==> src/rtl/aes_128_pkg.sv <==
// Shared AES-128 constants and GF(2^8) helpers for the round datapath.
package aes_128_pkg;
  localparam int NR = 10;
  localparam int KEY_W = 128;
  localparam logic [7:0] GF_POLY = 8'h1B;

  function automatic logic [7:0] xtime(input logic [7:0] b);
    return {b[6:0], 1'b0} ^ (b[7] ? GF_POLY : 8'h00);
  endfunction

  // Column word holds row 0 in the top byte.
  function automatic logic [31:0] mix_column(input logic [31:0] col);
    logic [7:0] a0, a1, a2, a3;
    logic [7:0] o0, o1, o2, o3;
    a0 = col[31:24];
    a1 = col[23:16];
    a2 = col[15:8];
    a3 = col[7:0];
    o0 = xtime(a0) ^ xtime(a1) ^ a1 ^ a2 ^ a3;
    o1 = a0 ^ xtime(a1) ^ xtime(a2) ^ a2 ^ a3;
    o2 = a0 ^ a1 ^ xtime(a2) ^ xtime(a3) ^ a3;
    o3 = xtime(a0) ^ a0 ^ a1 ^ a2 ^ xtime(a3);
    return {o0, o1, o2, o3};
  endfunction

  // Byte 4c+r (row r, column c) sits at bits [127-8*(4c+r) -: 8].
  function automatic logic [127:0] shift_rows(input logic [127:0] s);
    logic [127:0] res;
    res = '0;
    for (int c = 0; c < 4; c++) begin
      for (int r = 0; r < 4; r++) begin
        res[127-8*(4*c+r) -: 8] = s[127-8*(4*((c+r)%4)+r) -: 8];
      end
    end
    return res;
  endfunction
endpackage

==> src/rtl/aes_128_mixcolumns.sv <==
// Combinational MixColumns over the full 128-bit state, one mixer per column.
module aes_128_mixcolumns
  import aes_128_pkg::*;
(
  input  logic [KEY_W-1:0] state_in,
  output logic [KEY_W-1:0] state_out
);
  for (genvar c = 0; c < 4; c++) begin : g_col
    assign state_out[127-32*c -: 32] = mix_column(state_in[127-32*c -: 32]);
  end
endmodule

==> src/rtl/aes_128_shift_mix_addkey.sv <==
// ShiftRows -> MixColumns (bypassed on the final round) -> AddRoundKey,
// two register stages, with the per-block round counter.
module aes_128_shift_mix_addkey
  import aes_128_pkg::*;
(
  input  logic             clk,
  input  logic             kill,
  input  logic             in_valid,
  input  logic             in_start,
  input  logic [KEY_W-1:0] in_data,
  input  logic [KEY_W-1:0] round_key,
  output logic             out_valid,
  output logic [KEY_W-1:0] out_data,
  output logic [3:0]       out_round,
  output logic             out_last,
  output logic             err
);
  // Handshake: valid-only, no ready. A beat transfers on every clock where
  // in_valid is high; out_valid pulses for one clock per accepted beat.
  localparam logic [3:0] NR4 = 4'(NR);

  logic [3:0]       rnd_q, rnd_d, rnd_beat;
  logic             accept, drop, last_beat;
  logic [KEY_W-1:0] shifted, mixed;

  logic             s1_valid_q, s1_valid_d, s1_err_q, s1_err_d, s1_last_q, s1_last_d;
  logic [3:0]       s1_round_q, s1_round_d;
  logic [KEY_W-1:0] s1_data_q, s1_data_d, s1_key_q, s1_key_d;

  logic             out_valid_q, out_valid_d, err_q, err_d, out_last_q, out_last_d;
  logic [3:0]       out_round_q, out_round_d;
  logic [KEY_W-1:0] out_data_q, out_data_d;

  assign shifted = shift_rows(in_data);

  aes_128_mixcolumns u_mix (
    .state_in  (shifted),
    .state_out (mixed)
  );

  always_comb begin
    rnd_beat    = 4'd0;
    accept      = 1'b0;
    drop        = 1'b0;
    rnd_d       = rnd_q;
    if (in_valid) begin
      if (in_start) begin
        rnd_beat = 4'd1;
        accept   = 1'b1;
      end else if (rnd_q != 4'd0) begin
        rnd_beat = rnd_q + 4'd1;
        accept   = 1'b1;
      end else begin
        drop = 1'b1;
      end
    end
    last_beat = accept && (rnd_beat == NR4);
    if (accept) rnd_d = last_beat ? 4'd0 : rnd_beat;

    s1_valid_d = accept;
    s1_err_d   = drop;
    s1_data_d  = s1_data_q;
    s1_key_d   = s1_key_q;
    s1_round_d = s1_round_q;
    s1_last_d  = s1_last_q;
    if (accept) begin
      s1_data_d  = last_beat ? shifted : mixed;
      s1_key_d   = round_key;
      s1_round_d = rnd_beat;
      s1_last_d  = last_beat;
    end

    out_valid_d = s1_valid_q;
    err_d       = s1_err_q;
    out_data_d  = out_data_q;
    out_round_d = out_round_q;
    out_last_d  = out_last_q;
    if (s1_valid_q) begin
      out_data_d  = s1_data_q ^ s1_key_q;
      out_round_d = s1_round_q;
      out_last_d  = s1_last_q;
    end
  end

  always_ff @(posedge clk or posedge kill) begin
    if (kill) begin
      rnd_q       <= '0;
      s1_valid_q  <= 1'b0;
      s1_err_q    <= 1'b0;
      s1_data_q   <= '0;
      s1_key_q    <= '0;
      s1_round_q  <= '0;
      s1_last_q   <= 1'b0;
      out_valid_q <= 1'b0;
      err_q       <= 1'b0;
      out_data_q  <= '0;
      out_round_q <= '0;
      out_last_q  <= 1'b0;
    end else begin
      rnd_q       <= rnd_d;
      s1_valid_q  <= s1_valid_d;
      s1_err_q    <= s1_err_d;
      s1_data_q   <= s1_data_d;
      s1_key_q    <= s1_key_d;
      s1_round_q  <= s1_round_d;
      s1_last_q   <= s1_last_d;
      out_valid_q <= out_valid_d;
      err_q       <= err_d;
      out_data_q  <= out_data_d;
      out_round_q <= out_round_d;
      out_last_q  <= out_last_d;
    end
  end

  assign out_valid = out_valid_q;
  assign out_data  = out_data_q;
  assign out_round = out_round_q;
  assign out_last  = out_last_q;
  assign err       = err_q;
endmodule

==> config.mk <==
export PLATFORM = sky130hd
export DESIGN_NAME = aes_128_shift_mix_addkey
export DESIGN_NICKNAME = d
export VERILOG_FILES = /design/src/rtl/aes_128_pkg.sv /design/src/rtl/aes_128_mixcolumns.sv /design/src/rtl/aes_128_shift_mix_addkey.sv
export SDC_FILE = /design/constraint.sdc
export NUM_CORES = 1
export LEC_CHECK = 0
export CORE_UTILIZATION = 55
export DETAILED_ROUTE_END_ITERATION = 16
export DONT_BUFFER_PORTS = 1
export HOLD_SLACK_MARGIN = 0.08
export PLACE_DENSITY = 0.68
export SLEW_MARGIN = 25
export SYNTH_ARGS = -nofsm -noshare
export SYNTH_HDL_FRONTEND = slang
export SYNTH_SLANG_ARGS = --single-unit
export TNS_END_PERCENT = 1
==> constraint.sdc <==
create_clock -name clk -period 21.2 [get_ports clk]
set_input_delay 6.36 -clock clk [delete_from_list [all_inputs] [get_ports clk]]
set_output_delay 6.36 -clock clk [all_outputs]
set_load 0.05 [all_outputs]
# Yosys cells after proc, flatten, opt, wreduce, memory -nomap -nowiden

Index checks and enable logic that the tools add are counted.
W data, S select, Z words.

Equal/unequal tests: 1
Add/sub/neg operators: 1
Reductions and logical operators: 2
Multiplexer cells: 27
Bitwise gates (word level): 81

Operators by type and width:

| operator              | number |
|---|---|
| $xor A8 B8 Y8         | 80 |
| $mux W128             | 1 |
| $xor A128 B128 Y128   | 1 |
| $mux W5               | 16 |
| $mux W4               | 4 |
| $mux W1               | 6 |
| $add A4 B1 Y4 const B | 1 |
| $eq A4 B4 Y1 const B  | 1 |
| $reduce_bool A4 Y1    | 1 |
| $logic_and A1 B1 Y1   | 1 |

Input bits: 260
Output and inout bits: 135
Register bits after elaboration: 402
Logic and storage cells: 124

# Depth between registers and ports, before layout

Gate-level depths: netlist (run 1).

Depth in word-level cells: 7
Mapped depth: 9
Gate-level depth less buffers: 7

# Cells and area by module

A second synthesis (run 1) with hierarchy kept.

Cells, all modules: 2,181
Area total of the unflattened synthesis: 23,258.6 µm²

By module, submodules not included:

| module                   | cells an instance | area an instance (µm²) | instances | seq. area each (µm²) |
|---|---|---|---|---|
| aes_128_shift_mix_addkey | 1,860             | 17,994.8               | 1         | 10,059.6 |
| aes_128_mixcolumns       | 321               | 5,263.8                | 1         | 0.0 |

# Worst setup path before layout (run 1)

OpenSTA, ideal clock, no wires.

Path type: input to register
From: in in_start
To: reg s1_data_q[43]
Setup time: 0.133 ns
Stages on the path: 5
Path slack: 13.137 ns
Buffers on the path: 1
Required time: 21.067 ns
Arrival: 7.930 ns
Path through: or4b_4 a311o_1 o31ai_4 buf_6 o221ai_2

Word-level cells in the longest chain between the ends: 5
Elaborated cells between the ends (all ways): 7
Classes of those cells: eq/ne (1); mux (5); reduce/logical (1)

RTL lines:

| what                 | RTL line                        | source |
|---|---|---|
| start, declared      | aes_128_shift_mix_addkey.sv:9   | `input logic in_start,` |
| $mux W4              | aes_128_shift_mix_addkey.sv:47  | `if (in_start) begin` |
| $mux W4              | aes_128_shift_mix_addkey.sv:46  | `if (in_valid) begin` |
| $eq A4 B4 Y1         | aes_128_shift_mix_addkey.sv:57  | `last_beat = accept && (rnd_beat == NR4);` |
| $logic_and A1 B1 Y1  | aes_128_shift_mix_addkey.sv:57  |  |
| $mux W128            | aes_128_shift_mix_addkey.sv:67  | `s1_data_d = last_beat ? shifted : mixed;` |
| end signal, assigned | aes_128_shift_mix_addkey.sv:103 | `s1_data_q <= s1_data_d;` |
| end, declared        | aes_128_shift_mix_addkey.sv:28  | `logic [KEY_W-1:0] s1_data_q, s1_data_d, s1_key_q, s1_key_d;` |

Several ways; a longest one is shown, not always the timed one.
A chain may end at the register's enable or synchronous reset.

# Worst setup path after layout (run 1)

From: in in_start
To: reg s1_data_q[6]

The elaborated chain is that of the path after synthesis.

==> results of run 1 <==
## placed cells by master (no fill, tap or decap), types with 2 or more instances in the layout
master and n:
xnor2_1 496, nand2_1 438, dfrtp_1 401, nor2_1 131, a21oi_1 131, and2_1 82
a221o_1 82, xor2_1 67, inv_1 51, clkbuf_16 45, o221ai_1 36, clkbuf_8 11
o221ai_2 10, buf_4 10, clkbuf_1 8, mux2_2 5, bufinv_16 5, nand2b_1 3
o21ai_0 3, clkinvlp_4 3, buf_6 3, ha_1 2, clkinv_2 2
## area by class of cell
type,instances,share of cell area [%]
Sequential cell,402,45.1
Multi-Input combinational cell,1501,44.0
Clock buffer,64,5.86
Tap cell,468,2.62
Inverter,53,0.936
Clock inverter,11,0.892
Timing Repair Buffer,14,0.611
Antenna cell,1,0.0112
## metrics by stage
step | hold WS, ns | area, sq um | total power [uW] | util (%)
after CTS | 0.354 | 22300 | 3250 | 60.7
after detailed placement | 0.341 | 20800 | 2440 | 56.6
final | 0.352 | 22300 | 3220 | 60.8
after floorplan | 0.331 | 20600 | 2260 | -
after global routing | 0.363 | 22300 | 3390 | 60.8
after global placement | 0.337 | 20800 | 2420 | 56.6
## cell families (layout without fill, tap and decap cells)
group                    count (synthesis)  in the layout  share of synthesized area (%)
AND/OR/NAND/NOR                        661            661                           13.2
XOR/XNOR                               563            563                           24.0
flip-flops                             402            402                           48.9
AO/OA/AOI/OAI                          270            270                           9.96
buffers and inverters                  168            142                           3.49
multiplexers                             5              5                          0.274
adder cells (fa/ha/maj)                  2              2                          0.122
other                                    0              1                              0
## state kept, by name, summed over array words and instances (netlist names), 4 cells and up
signal      flops
out_data      128
out_round       4
rnd_q           4
s1_data_q     128
s1_key_q      128
s1_round_q      4
## report_power, final
part	switching, uW	internal, uW	total (uW)	leakage [uW]
clock network	310	487	796	0.000729
registers	684	1040	1720	0.00478
logic	343	363	706	0.00398
## worst register-to-register path, delay by kind of cell (launching register included)
kind	cells	cell delay (ns)
adder cells (fa/ha/maj)	1	0.18
AND/OR/NAND/NOR	3	1.12
AO/OA/AOI/OAI	1	0.11
flip-flops	1	0.45
buffers and inverters	3	1.44
## final timing paths
kind | startpoint | endpoint | cells past startpoint
max in group asynchronous | kill | s1_last_q | 3
min | err_d | err | 0
min in group asynchronous | kill | out_data[30] | 1
min reg2reg | err_d | err | 0
max | in_start | s1_data_q[6] | 6
max reg2reg | rnd_q[0] | s1_data_q[6] | 8
## routing by layer
metal	track usage, %	part of all wire, %	up-vias
li1	-	-	6592
met1	34.2	42	6870
met2	42.4	46	395
met3	8.60	8.4	104
met4	10.1	3.4	0
met5	0	0	-
==> impl_metrics.env, run 1 <==
export IMPL_start_kind="primary input"
export IMPL_hpwl_mm=34.0
export IMPL_finalMaxSlewViolations=0
export IMPL_wl_per_cell_um=20.1
export IMPL_post_cts_setup_buffers=0
export IMPL_ys_types=35
export IMPL_clk_pin_slew_ns=0.06
export IMPL_routed_via_density=5.55
export IMPL_ctsHoldBuffers=0
export IMPL_path_cells="or4b_4, nand2_8, buf_16, buf_4, and2_1, a221o_1"
export IMPL_hold_viol_final=0
export IMPL_drt_iter0_drc=669
export IMPL_grt_pass1_vias=14447
export IMPL_pre_cts_slack_ns=11.96
export IMPL_slowest_stage="buf_4"
export IMPL_synth_warnings=0
export IMPL_max_stage_delay_ns=0.83
export IMPL_final_nets=2277
export IMPL_root_buffer="clkbuf_16"
export IMPL_hp_class="reg2reg"
export IMPL_min_period_ns=8.46
export IMPL_synth_cells=2071
export IMPL_drtAntennaViolNets=0
export IMPL_vias=13961
export IMPL_finClkSkew_ns=0.0161
export IMPL_synth_cell_area_sq_mm=0.0206
export IMPL_nFillCells=3060
export IMPL_cts_sinks=402
export IMPL_cp_required_ns=21.69
export IMPL_synthFlopType="dfrtp_1"
export IMPL_p_leak_uw=0.00949
export IMPL_rows=70
export IMPL_die_height_um=195
export IMPL_grt_max_degree=168
export IMPL_setup_ws_ns=12.74
export IMPL_relSlewSlack_pct=29.9
export IMPL_worstPathArrival_ns=8.95
export IMPL_critPathCaptureType="register"
export IMPL_post_cts_resized=0
export IMPL_port_buffers=0
export IMPL_routabilityCongestion=0.848
export IMPL_async_reset_ff_share_pct=100
export IMPL_syn_to_final_growth_pct=8.56
export IMPL_multi_input_area_sq_mm=0.00981
export IMPL_tns_ns=0
export IMPL_powerDensity_mw_per_mm2=144
export IMPL_critPathKind="in2reg"
export IMPL_gr_total_overflow=0
export IMPL_rsz0062_at_grt="false"
export IMPL_synth_edf_count=0
export IMPL_synth_top_area_cell="dfrtp_1"
export IMPL_drc=0
export IMPL_synth_top_area_share_pct=48.9
export IMPL_synth_seq_cells=402
export IMPL_layout_cells_non_filler=2514
export IMPL_clk_latency_ns=0.57
export IMPL_min_period_over_period_pct=39.9
export IMPL_critical_path_top_delay_family="buffers and inverters"
export IMPL_rrSetupSlack_ns=17.81
export IMPL_final_seq_area_sq_mm=0.0101
export IMPL_drive_above_1_share_pct=5.23
export IMPL_pin_count=395
export IMPL_die_x_um=195
export IMPL_peakVddDrop_v=0.0000889
export IMPL_synth_area_top_cells="dfrtp_1, xnor2_1, nand2_1, a221o_1, a21oi_1"
export IMPL_syn_nets=2333
export IMPL_antenna_found_initial=1
export IMPL_cts_buffer_depth=3
export IMPL_synth_most_common_cell="xnor2_1"
export IMPL_max_freq_ghz=0.118
export IMPL_tightest_slew_ns=1.05
export IMPL_seq_area_frac_synth_pct=48.9
export IMPL_finalSetupViolCount=0
export IMPL_synth_common_cells="xnor2_1, nand2_1, dfrtp_1, a21oi_1, nor2_1"
export IMPL_drv_cap=0
export IMPL_cts_tree="yes"
export IMPL_finalWirelength_mm=50.6
export IMPL_htree_levels=2
export IMPL_crit_fanout=126
export IMPL_track_usage_pct=26.8
export IMPL_coreArea_sq_mm=0.0367
export IMPL_status="completed"
export IMPL_cts_buffers=43
export IMPL_start_util_pct=56.0
export IMPL_die_area_sq_mm=0.0381
export IMPL_grt_pass1_wl_mm=80.3
export IMPL_dr_pass1_iters=4
export IMPL_avgSynthCellArea_sq_um=9.92
export IMPL_placed_cells=2437
export IMPL_cp_num_buf_inv=2
Note: power is estimated with default switching activity, not from simulation.
==> inputs of run 2 (changes only) <==
==> constraint.sdc (replaced) <==
create_clock -name clk -period 8.65 [get_ports clk]
set_input_delay 2.595 -clock clk [delete_from_list [all_inputs] [get_ports clk]]
set_output_delay 2.595 -clock clk [all_outputs]
set_load 0.05 [all_outputs]
==> run 2 against run 1 <==
  * Power rose by 140%
  * Clock power rose by 130%
  * Worst setup slack got worse by 9.0 ns
  * Combinational power rose by 150%
  * Sequential power rose by 140%
  * Wire length fell by 0.51%
  * Non-clock buffer count rose by 1
  * Largest power group unchanged
==> impl_metrics.env, run 2 (synthesized netlist as in run 1, its figures left out) <==
export IMPL_status="completed"
export IMPL_drv_cap=0
export IMPL_cts_buffer_depth=3
export IMPL_drt_iter0_drc=681
export IMPL_die_area_sq_mm=0.0381
export IMPL_cp_required_ns=9.05
export IMPL_die_height_um=195
export IMPL_min_period_over_period_pct=56.9
export IMPL_slowest_stage="or4b_4"
export IMPL_hold_viol_final=0
export IMPL_p_int_uw=4540
export IMPL_relSlewSlack_pct=29.7
export IMPL_drc=0
export IMPL_placed_cells=2439
export IMPL_gr_total_overflow=0
export IMPL_post_cts_setup_buffers=0
export IMPL_clk_pin_slew_ns=0.06
export IMPL_critPathCaptureType="register"
export IMPL_drtAntennaViolNets=0
export IMPL_p_leak_uw=0.00947
export IMPL_design_area_sq_mm=0.0223
export IMPL_p_sw_share_pct=42.0
export IMPL_port_buffers=0
export IMPL_finalWirelength_mm=50.4
export IMPL_whs_ns=0.357
export IMPL_rows=70
export IMPL_worstPathArrival_ns=5.32
export IMPL_reg2reg_to="s1_data_q[51]"
export IMPL_start_kind="primary input"
export IMPL_antenna_found_initial=1
export IMPL_routabilityCongestion=0.860
export IMPL_finClkSkew_ns=0.0184
export IMPL_drive_above_1_share_pct=5.47
export IMPL_pin_count=395
export IMPL_dr_pass1_iters=5
export IMPL_nFillCells=3102
export IMPL_tightest_slew_ns=1.05
export IMPL_p_comb_share_pct=22.2
export IMPL_switchingPower_uw=3280
export IMPL_vias=14015
export IMPL_rrSetupSlack_ns=5.02
export IMPL_crit_fanout=109
export IMPL_final_cell_mix="xnor2_1, nand2_1, dfrtp_1, nor2_1, a21oi_1"
export IMPL_timing_rr_start="rnd_q[0]"
export IMPL_final_util_pct=60.7
export IMPL_syn_to_final_growth_pct=8.31
export IMPL_grt_pass1_wl_mm=80.4
export IMPL_rsz0062_at_grt="false"
export IMPL_hp_class="reg2reg"
export IMPL_grt_pass1_vias=14388
export IMPL_min_period_ns=4.92
export IMPL_root_buffer="clkbuf_16"
export IMPL_cts_buffers=43
export IMPL_powerDensity_mw_per_mm2=351
export IMPL_reg2regPathDepth=8
export IMPL_track_usage_pct=26.8
export IMPL_cts_sinks=402
export IMPL_finalMaxSlewViolations=0
export IMPL_htree_levels=2
export IMPL_pwr_share_clk_pct=23.9
export IMPL_post_cts_resized=0
export IMPL_max_stage_delay_ns=0.53
export IMPL_routed_via_density=5.57
export IMPL_coreArea_sq_mm=0.0367
export IMPL_grt_max_degree=160
export IMPL_cts_tree="yes"
export IMPL_wl_per_cell_um=20.0
export IMPL_start_util_pct=56.0
export IMPL_clk_latency_ns=0.56
export IMPL_seqPwrFrac_pct=53.9
export IMPL_die_x_um=195
export IMPL_hpwl_mm=34.9
export IMPL_max_freq_ghz=0.203
export IMPL_final_nets=2278
export IMPL_finalSetupViolCount=0
export IMPL_hold_path_depth=0
export IMPL_hold_end="err"
export IMPL_ctsHoldBuffers=0
export IMPL_placed_area_sq_mm=0.0208
export IMPL_tns_ns=0
export IMPL_mostFrequentLayoutCell="xnor2_1"
export IMPL_layout_cells_non_filler=2516
export IMPL_path_cells="or4b_4, nand2_8, inv_4, o31ai_4, buf_4, o221ai_1"
export IMPL_critPathKind="in2reg"
export IMPL_peakVddDrop_v=0.000276
export IMPL_hp_start="err_d"
## run 2: cell count changes in the layout (fill, tap and decap cells not counted), moves of 2 or more
cell	delta
buf_12	+3
bufinv_16	-3
clkbuf_1	-3
clkinv_2	+6
buf_6	-2
## run 2: through the flow
stage	worst slack, ns	total power [uW]
finish	3.73	7820
global route	3.62	8220
CTS	3.55	7880
detailed placement	2.97	5980
global placement	2.99	5920
floorplan	0.641	5550
## run 2: layer usage
metal  vias to the layer above  wire length, um  track usage, %
met5                         -                0               0
met1                      6928            21100            34.3
met2                       410            23600            43.0
met4                         0             1480            9.54
met3                        91             4110            8.17
li1                       6586                -               -
## run 2: area by class of cell
| type | instances | area, sq um | share of cell area (%) |
|---|---|---|---|
| multi-input cells | 1501 | 9810 | 44.1 |
| inverters | 53 | 205 | 0.922 |
| flip-flops and latches | 402 | 10100 | 45.2 |
| repair buffers | 15 | 154 | 0.691 |
| diodes | 1 | 2.50 | 0.0112 |
| well taps | 468 | 586 | 2.63 |
| clock inverters | 14 | 131 | 0.590 |
| clock buffers | 62 | 1310 | 5.88 |
## run 2: worst max path at each step
stage / from / end / slack [ns] / cells past startpoint
2_1_floorplan: kill / err / 0.64 / 1
3_3_place_gp: in_start / s1_data_q[29] / 2.99 / 6
3_5_place_dp: in_start / s1_data_q[86] / 2.97 / 6
4_1_cts: in_start / s1_data_q[12] / 3.55 / 6
5_1_grt: in_start / s1_data_q[93] / 3.62 / 6
6_report: in_start / s1_data_q[51] / 3.73 / 6
## run 2: power groups by stage
| stage | Clock [uW] | Combinational [uW] | Sequential (uW) |
|---|---|---|---|
| after CTS | 1910 | 1760 | 4220 |
| after global placement | 0 | 1670 | 4250 |
| after detailed placement | 0 | 1750 | 4240 |
| final | 1870 | 1730 | 4210 |
| after floorplan | 0 | 1520 | 4030 |
| after global routing | 1980 | 1960 | 4290 |
## run 2: critical path: cells and delay by family
family,cells,cell delay (ns)
AND/OR/NAND/NOR,2,1.01
buffers and inverters,2,0.94
AO/OA/AOI/OAI,2,0.57
==> inputs of run 3 (changes only) <==
==> constraint.sdc (replaced) <==
create_clock -name clk -period 4.58 [get_ports clk]
set_input_delay 1.374 -clock clk [delete_from_list [all_inputs] [get_ports clk]]
set_output_delay 1.374 -clock clk [all_outputs]
set_load 0.05 [all_outputs]
==> run 3 against run 2 <==
  * Wire length decreased by 0.31%
  * Power grew 88%
  * First-iteration DRC count rose by 18%
  * Worst setup slack worse by 2.1 ns
  * Core utilization about the same
  * Critical path depth unchanged
  * Register-to-register slack lost 3.3 ns
  * Clock-buffer cell count rose by 5
==> impl_metrics.env, run 3 (synthesized netlist as in run 1, its figures left out) <==
export IMPL_pwr_share_clk_pct=23.4
export IMPL_path_cells="or4b_4, nand2_8, inv_4, o31ai_4, buf_4, o221ai_1"
export IMPL_tightest_slew_ns=0.817
export IMPL_root_buffer="clkbuf_16"
export IMPL_max_stage_delay_ns=0.53
export IMPL_worstPathArrival_ns=3.38
export IMPL_critPathKind="in2reg"
export IMPL_crit_fanout=66
export IMPL_coreArea_sq_mm=0.0367
export IMPL_die_area_sq_mm=0.0381
export IMPL_p_comb_share_pct=22.4
export IMPL_track_usage_pct=26.7
export IMPL_finClkSkew_ns=0.0127
export IMPL_antenna_found_initial=1
export IMPL_drv_cap=0
export IMPL_slowest_stage="or4b_4"
export IMPL_finalWirelength_mm=50.2
export IMPL_cts_sinks=402
export IMPL_port_buffers=0
export IMPL_status="completed"
export IMPL_drc=0
export IMPL_post_cts_setup_buffers=0
export IMPL_placed_area_sq_mm=0.0209
export IMPL_finalSetupViolCount=0
export IMPL_gr_total_overflow=0
export IMPL_hp_class="reg2reg"
export IMPL_grt_pass1_wl_mm=80.3
export IMPL_routed_via_density=5.55
export IMPL_cts_buffers=44
export IMPL_cts_buffer_depth=3
export IMPL_critPathCaptureType="register"
export IMPL_post_cts_resized=0
export IMPL_finalMaxSlewViolations=0
export IMPL_rows=70
export IMPL_tns_ns=0
export IMPL_clk_latency_ns=0.56
export IMPL_hp_start="err_d"
export IMPL_crit_path_end="s1_data_q[82]"
export IMPL_p_int_uw=8510
export IMPL_die_height_um=195
export IMPL_pin_count=395
export IMPL_grt_max_degree=131
export IMPL_hpwl_mm=35.1
export IMPL_grt_pass1_vias=14471
export IMPL_min_period_ns=2.97
export IMPL_nFillCells=3121
export IMPL_cp_required_ns=4.99
export IMPL_seqPwrFrac_pct=54.2
export IMPL_final_cell_mix="xnor2_1, nand2_1, dfrtp_1, nor2_1, a21oi_1"
export IMPL_reg2regPathDepth=8
export IMPL_start_kind="primary input"
export IMPL_switchingPower_uw=6180
export IMPL_die_x_um=195
export IMPL_clk_pin_slew_ns=0.06
export IMPL_cts_tree="yes"
export IMPL_dr_pass1_iters=5
export IMPL_drt_iter0_drc=805
export IMPL_powerDensity_mw_per_mm2=660
export IMPL_p_leak_uw=0.00948
export IMPL_timing_rr_start="rnd_q[0]"
export IMPL_design_area_sq_mm=0.0223
export IMPL_start_util_pct=56.0
export IMPL_rrSetupSlack_ns=1.68
export IMPL_final_nets=2284
export IMPL_peakVddDrop_v=0.000441
export IMPL_max_freq_ghz=0.337
export IMPL_drive_above_1_share_pct=5.41
export IMPL_drtAntennaViolNets=0
export IMPL_critPathLaunch="in_start"
export IMPL_routabilityCongestion=0.854
export IMPL_syn_to_final_growth_pct=8.37
export IMPL_min_period_over_period_pct=64.9
export IMPL_p_sw_share_pct=42.0
export IMPL_relSlewSlack_pct=45.6
export IMPL_rsz0062_at_grt="false"
export IMPL_htree_levels=2
export IMPL_hold_viol_final=0
export IMPL_ctsHoldBuffers=0
export IMPL_vias=13987
export IMPL_wl_per_cell_um=19.9
export IMPL_mostFrequentLayoutCell="xnor2_1"
export IMPL_reg2reg_to="s1_data_q[82]"
run 3: per-layer routing:
| layer | share of wire (%) | vias to the layer above | GRT usage [%] |
|---|---|---|---|
| li1 | - | 6602 | - |
| met1 | 41 | 6873 | 33.7 |
| met2 | 47 | 421 | 43.2 |
| met3 | 8.7 | 91 | 8.29 |
| met4 | 3.2 | 0 | 10.0 |
| met5 | 0 | - | 0 |
run 3: stage by stage:
stage / util [%] / cells / setup WS, ns / total power, uW / hold WS, ns
detailed placement: 56.9 / 2444 / 1.00 / 11300 / 0.350
CTS: 60.7 / 2520 / 1.61 / 14800 / 0.367
finish: 60.7 / 2521 / 1.61 / 14700 / 0.362
global placement: 56.9 / 2444 / 1.05 / 11200 / 0.336
global route: 60.7 / 2521 / 1.47 / 15500 / 0.372
floorplan: - / 2071 / -2.21 / 10500 / 0.331
run 3: power by group through the flow:
stage	sequential [uW]	combinational, uW	clock [uW]
5_1_grt	8100	3720	3640
4_1_cts	7960	3330	3520
2_1_floorplan	7610	2870	0
6_report	7960	3290	3440
3_5_place_dp	8010	3310	0
3_3_place_gp	8000	3200	0
run 3: area by class of cell:
type	count	area, sq um	area share [%]
Tap cell	468	586	2.63
Clock buffer	67	1320	5.92
Clock inverter	9	76.3	0.343
Sequential cell	402	10100	45.2
Timing Repair Buffer	20	213	0.955
Multi-Input combinational cell	1501	9810	44.0
Inverter	53	205	0.921
Antenna cell	1	2.50	0.0112
run 3: worst min-delay path by stage:
stage / cells after the start / endpoint
after floorplan: 0 / err
after global placement: 0 / err
after detailed placement: 0 / err
after CTS: 0 / err
after global routing: 0 / err
final: 0 / err
run 3: critical path, delay by kind of cell:
| family | cells | cell delay (ns) |
|---|---|---|
| AOI/OAI and AO/OA | 2 | 0.36 |
| buffers and inverters | 2 | 0.77 |
| and+or+nand+nor | 2 | 0.84 |
